## src/rtl/demux_pkg.sv

```systemverilog
// Shared route selects and state encodings for the 1:2 stream demux.
// Latency: n/a (types and constants only).
// Backpressure: n/a.
package demux_pkg;

  localparam logic SEL_M0 = 1'b0;
  localparam logic SEL_M1 = 1'b1;

  typedef enum logic {
    IDLE   = 1'b0,
    LOCKED = 1'b1
  } fsm_state_e;

  typedef enum logic [1:0] {
    EMPTY = 2'd0,
    ONE   = 2'd1,
    FULL  = 2'd2
  } skid_state_e;

endpackage

```

## src/rtl/demux_skid_buf.sv

```systemverilog
// Two-entry registered skid buffer carrying one beat (data plus last).
// Latency: a pushed beat is visible on out_vld_o one cycle later.
// Backpressure: in_rdy_o is registered (low only when FULL); never depends on out_rdy_i.
module demux_skid_buf
  import demux_pkg::*;
#(
  parameter int W = 9
) (
  input  logic         clk,
  input  logic         rst_n,
  input  logic [W-1:0] in_dat_i,
  input  logic         in_vld_i,
  output logic         in_rdy_o,
  output logic [W-1:0] out_dat_o,
  output logic         out_vld_o,
  input  logic         out_rdy_i
);

  skid_state_e  state_q, state_d;
  logic [W-1:0] head_q, head_d;
  logic [W-1:0] tail_q, tail_d;
  logic         push, pop;

  assign in_rdy_o  = (state_q != FULL);
  assign out_vld_o = (state_q != EMPTY);
  assign out_dat_o = head_q;

  // The FULL guard makes a push into a full buffer impossible even if the caller misbehaves.
  assign push = in_vld_i && (state_q != FULL);
  assign pop  = out_rdy_i && (state_q != EMPTY);

  // Occupancy and slot updates; head is always the oldest beat so order stays FIFO.
  always_comb begin
    state_d = state_q;
    head_d  = head_q;
    tail_d  = tail_q;
    case (state_q)
      EMPTY: begin
        if (push) begin
          head_d  = in_dat_i;
          state_d = ONE;
        end
      end
      ONE: begin
        if (push && pop) begin
          head_d = in_dat_i;
        end else if (push) begin
          tail_d  = in_dat_i;
          state_d = FULL;
        end else if (pop) begin
          state_d = EMPTY;
        end
      end
      FULL: begin
        if (pop) begin
          head_d  = tail_q;
          state_d = ONE;
        end
      end
      default: state_d = EMPTY;
    endcase
  end

  // State and slot registers; slots clear on reset so outputs read zero.
  always_ff @(posedge clk or negedge rst_n) begin
    if (!rst_n) begin
      state_q <= EMPTY;
      head_q  <= '0;
      tail_q  <= '0;
    end else begin
      state_q <= state_d;
      head_q  <= head_d;
      tail_q  <= tail_d;
    end
  end

endmodule

```

## src/rtl/demux2_stream.sv

```systemverilog
// 1:2 valid/ready stream demux with optional per-packet route locking and delivery counters.
// Latency: one cycle from input accept to the selected output valid; 1 beat/clk per path.
// Backpressure: s_ready follows the registered fill state of the selected skid buffer only.
module demux2_stream
  import demux_pkg::*;
#(
  parameter int DATA_W   = 8,
  parameter int PKT_MODE = 1,
  parameter int CNT_W    = 16
) (
  input  logic              clk,
  input  logic              rst_n,
  input  logic [DATA_W-1:0] s_data,
  input  logic              s_last,
  input  logic              s_valid,
  output logic              s_ready,
  input  logic              sel,
  output logic [DATA_W-1:0] m0_data,
  output logic              m0_last,
  output logic              m0_valid,
  input  logic              m0_ready,
  output logic [DATA_W-1:0] m1_data,
  output logic              m1_last,
  output logic              m1_valid,
  input  logic              m1_ready,
  output logic [CNT_W-1:0]  cnt0,
  output logic [CNT_W-1:0]  cnt1,
  output logic              busy
);

  localparam int BW  = DATA_W + 1;
  localparam bit PKT = (PKT_MODE != 0);

  fsm_state_e       state_q, state_d;
  logic             lock_sel_q, lock_sel_d;
  logic             rdy_en_q;
  logic             esel, accept;
  logic             buf0_rdy, buf1_rdy;
  logic             push0, push1;
  logic [BW-1:0]    beat;
  logic [BW-1:0]    buf0_dat, buf1_dat;
  logic [CNT_W-1:0] cnt0_q, cnt1_q;

  // Inside a packet the route is pinned to the sel captured on its first beat.
  assign esel    = (PKT && state_q == LOCKED) ? lock_sel_q : sel;
  // rdy_en_q holds s_ready low through reset and releases it on the first edge after.
  assign s_ready = rdy_en_q && ((esel == SEL_M1) ? buf1_rdy : buf0_rdy);
  assign accept  = s_valid && s_ready;
  assign push0   = accept && (esel == SEL_M0);
  assign push1   = accept && (esel == SEL_M1);
  assign beat    = {s_last, s_data};
  assign busy    = (state_q == LOCKED);
  assign cnt0    = cnt0_q;
  assign cnt1    = cnt1_q;

  assign {m0_last, m0_data} = buf0_dat;
  assign {m1_last, m1_data} = buf1_dat;

  demux_skid_buf #(.W(BW)) u_buf0 (
    .clk       (clk),
    .rst_n     (rst_n),
    .in_dat_i  (beat),
    .in_vld_i  (push0),
    .in_rdy_o  (buf0_rdy),
    .out_dat_o (buf0_dat),
    .out_vld_o (m0_valid),
    .out_rdy_i (m0_ready)
  );

  demux_skid_buf #(.W(BW)) u_buf1 (
    .clk       (clk),
    .rst_n     (rst_n),
    .in_dat_i  (beat),
    .in_vld_i  (push1),
    .in_rdy_o  (buf1_rdy),
    .out_dat_o (buf1_dat),
    .out_vld_o (m1_valid),
    .out_rdy_i (m1_ready)
  );

  // Packet FSM: lock on a non-last first beat, unlock on the accepted last beat.
  always_comb begin
    state_d    = state_q;
    lock_sel_d = lock_sel_q;
    if (PKT && accept) begin
      case (state_q)
        IDLE: begin
          if (!s_last) begin
            state_d    = LOCKED;
            lock_sel_d = sel;
          end
        end
        LOCKED: begin
          if (s_last) state_d = IDLE;
        end
        default: state_d = IDLE;
      endcase
    end
  end

  // FSM, lock and input-enable registers.
  always_ff @(posedge clk or negedge rst_n) begin
    if (!rst_n) begin
      state_q    <= IDLE;
      lock_sel_q <= SEL_M0;
      rdy_en_q   <= 1'b0;
    end else begin
      state_q    <= state_d;
      lock_sel_q <= lock_sel_d;
      rdy_en_q   <= 1'b1;
    end
  end

  // Delivered-beat counters; wrap silently at 2^CNT_W.
  always_ff @(posedge clk or negedge rst_n) begin
    if (!rst_n) begin
      cnt0_q <= '0;
      cnt1_q <= '0;
    end else begin
      if (m0_valid && m0_ready) cnt0_q <= cnt0_q + CNT_W'(1);
      if (m1_valid && m1_ready) cnt1_q <= cnt1_q + CNT_W'(1);
    end
  end

endmodule
```

## config.mk

```make
export PLATFORM = sky130hd
export DESIGN_NAME = demux2_stream
export DESIGN_NICKNAME = d
export VERILOG_FILES = /design/src/rtl/demux_pkg.sv /design/src/rtl/demux_skid_buf.sv /design/src/rtl/demux2_stream.sv
export SDC_FILE = /design/constraint.sdc
export NUM_CORES = 1
export LEC_CHECK = 0
export ABC_AREA = 1
export CORE_ASPECT_RATIO = 1.2
export CORE_MARGIN = 1
export CORE_UTILIZATION = 39
export DETAILED_ROUTE_END_ITERATION = 16
export PLACE_DENSITY = 0.77
export SLEW_MARGIN = 15
export SYNTH_ARGS = -nofsm -noshare
export SYNTH_HDL_FRONTEND = slang
export SYNTH_SLANG_ARGS = --single-unit
export TNS_END_PERCENT = 100
```

## constraint.sdc

```tcl
create_clock -name clk -period 1.5 [get_ports clk]
set_input_delay 0.3 -clock clk [delete_from_list [all_inputs] [get_ports clk]]
set_output_delay 0.3 -clock clk [all_outputs]
set_load 0.05 [all_outputs]
```

==> flow_metrics.tcl <==
set metrics [dict create \
    ir_drop_v 0.00114 \
    placed_cells 608 \
    synth_seq_area_share_pct 52.3 \
    grt_pass1_vias 3159 \
    cp.arrival_ns 1.94 \
    finalMaxSlewViolations 0 \
    fp.dieArea_mm2 0.00960 \
    slew_headroom_pct 66.3 \
    cp_cell_sequence "inv_2 > nand2_4 > nand3_4 > nand2_4 > nor2_4 > buf_4 > nand4_1 > buf_6 > buf_4 > nand4_1 > nand2_1" \
    clkTransAtPathRegs_ns 0.08 \
    violations "negative setup slack" \
    ys.flop_type "dfrtp_1" \
    period_minus_slack_ns 1.71 \
    ys_ff_latch 75 \
    cp-end-kind "register" \
    cts-root-buf "clkbuf_8" \
    fmax_ghz 0.584 \
    run_status "finished, violations left" \
    final_common_cell "nand2_1" \
    numCtsBuffers 9 \
    syn_area_mm2 0.00359 \
    drv_cap 0 \
    core_area_mm2 0.00899 \
    first_pass_iters 4 \
    synth.avg_cell_area_um2 9.02 \
    rows 38 \
    grt_use_total_pct 19.5 \
    hold_class "in2reg" \
    portBuffers 68 \
    cts_tree "yes" \
    drc 0 \
    clockBufferDepth 2 \
    r2r_setup_slack_ns -0.21 \
    antenna_found_initial 0 \
    grt_max_degree 35 \
    drt_iter0_drc 108 \
    synth_edf_count 0 \
    num_vias 3116 \
    cp_slowest_cell "dfrtp_2" \
    finalSetupViolations 42 \
    pin_count 69 \
    htree_levels 3 \
    cp_max_fo 5 \
    antenna_cells 0 \
    crit_type "reg2reg" \
    total_power_mw 9.78 \
    grt_overflow 0 \
    critPathMaxStageDelay_ns 0.44 \
    die_w_um 89.6 \
    hold_slack_ns 0.394 \
    insertion_delay_ns 0.35 \
    crit_required_ns 1.73 \
    syn_nets 415 \
    finClkSkew_ns 0.0136 \
    rsz0062_at_grt "yes" \
    final_antenna_net_count 0 \
    die_h_um 107 \
    post_synth_num_cell_types 32 \
    drive_gt1_share_pct 38.1 \
    final.period_utilization_pct 114 \
    area_growth_pct 60.3 \
    powerDensity_mw_per_mm2 1700 \
    dp_hpwl_um 6430 \
    vias_per_cell 4.82 \
    grt_pass1_wl_um 14400 \
    clock-sinks 75 \
    start_util_pct 40.0 \
    routedWlPerCell_um 14.1 \
    syn_inst 398 \
    gp_congestion 0.806 \
    hold_viol 0 \
    fin_ws_ns -0.212 \
    yosys_warnings 0 \
    async_flop_share_pct 100 \
    nets 539 \
    tightest_slew_ns 0.506 \
    routed_wirelength_um 9130 \
    layout_common_cells "103 x nand2_1, 61 x dfrtp_1, 55 x buf_12" \
    p_leak_nw 2.77 \
    final_cells 647 \
    worstSetupStartpointType "register" \
]
==> cell usage after synthesis, types with 2 or more instances <==
library cell / instances / area, um2
nor2_1: 21 / 78.8
nor2_4: 3 / 33.8
inv_1: 44 / 165
buf_2: 5 / 25.0
a31oi_1: 9 / 56.3
clkbuf_1: 3 / 11.3
inv_2: 3 / 11.3
nand4_1: 17 / 106
nor3_1: 8 / 40.0
xor2_1: 21 / 184
o21ai_1: 9 / 45.0
o21ai_2: 9 / 78.8
xnor2_1: 9 / 78.8
nand2_2: 5 / 31.3
nand3_2: 4 / 40.0
nand3_1: 5 / 25.0
nor3_2: 3 / 30.0
o21ai_0: 13 / 65.1
nand2_1: 114 / 428
dfrtp_1: 75 / 1880
ha_1: 2 / 25.0
nor2_2: 5 / 31.3
nand4_2: 2 / 25.0
==> state kept, by name, summed over array words and instances (netlist names) <==
register,cells
u_buf0.state_q,2
u_buf1.state_q,2
u_buf0.tail_q,9
u_buf1.tail_q,9
cnt1,16
cnt0,16
lock_sel_q,1
busy,1
u_buf0.out_dat_o,9
rdy_en_q,1
u_buf1.out_dat_o,9
==> power breakdown <==
part	internal [mW]	total (mW)	switching [mW]
sequential	2.70	3.42	0.725
clock	0.652	1.40	0.749
combinational	2.35	4.95	2.60
==> path summary, 6_finish.rpt <==
path	startpoint	endpoint	depth (start not counted)
max in group asynchronous	rst_n	u_buf1.state_q[0]	3
worst min-delay path	m0_ready	u_buf0.state_q[0]	3
min in group asynchronous	rst_n	cnt0[14]	2
worst max register to register	busy	u_buf0.out_dat_o[7]	11
worst min register to register	u_buf0.tail_q[8]	u_buf0.tail_q[8]	2
worst max-delay path	busy	u_buf0.out_dat_o[7]	11
==> routing by layer <==
| layer | global-route usage (%) | up-vias | wire, um |
|---|---|---|---|
| li1 | - | 1518 | - |
| met1 | 22.3 | 1518 | 3740 |
| met2 | 35.0 | 68 | 4950 |
| met3 | 4.16 | 12 | 322 |
| met4 | 6.80 | 0 | 118 |
| met5 | 0 | - | 0 |
==> what timing repair did <==
item                                    CTS  global route
hold buffers                              1             0
setup buffers                             4            14
endpoints found under the hold margin    18             0
cloned                                    1             4
pin swaps                                 5            11
endpoints found under the setup margin   26            50
resized for setup                        14            35
==> cells by family (layout without fill, tap and decap cells) <==
kind of cell	after synthesis	count (layout)	synth area share (%)
simple gates	190	193	25.6
flops	75	75	52.3
buf+inv	57	183	6.41
compound gates	43	43	7.63
xor+xnor	30	30	7.32
fa+ha+maj	2	2	0.697
other cells	1	1	0.104
==> cell type report <==
cell class	count	area, um2
Sequential cell	75	1890
Multi-Input combinational cell	269	1690
Inverter	48	185
Clock buffer	11	141
Fill cell	663	3230
Timing Repair Buffer	119	1650
Tap cell	120	150
Clock inverter	5	38.8
==> worst max-delay path, delay by kind of cell, from the launching register on <==
family	cells	cell delay, ns
and+or+nand+nor	7	0.62
DFF	1	0.44
buffers and inverters	4	0.53
==> through the flow <==
stage | setup slack, ns | setup TNS [ns] | area (um2) | util [%]
finish | -0.212 | -4.68 | 5760 | 64.0
global route | -0.264 | -8.63 | 5760 | 64.0
CTS | -0.154 | -2.41 | 5490 | 61.1
detailed placement | -0.433 | -17.36 | 5210 | 58.0
global placement | -0.315 | -13.03 | 5210 | 58.0
floorplan | -0.270 | -3.27 | 3680 | -
Note: power is estimated with default switching activity, not from simulation.
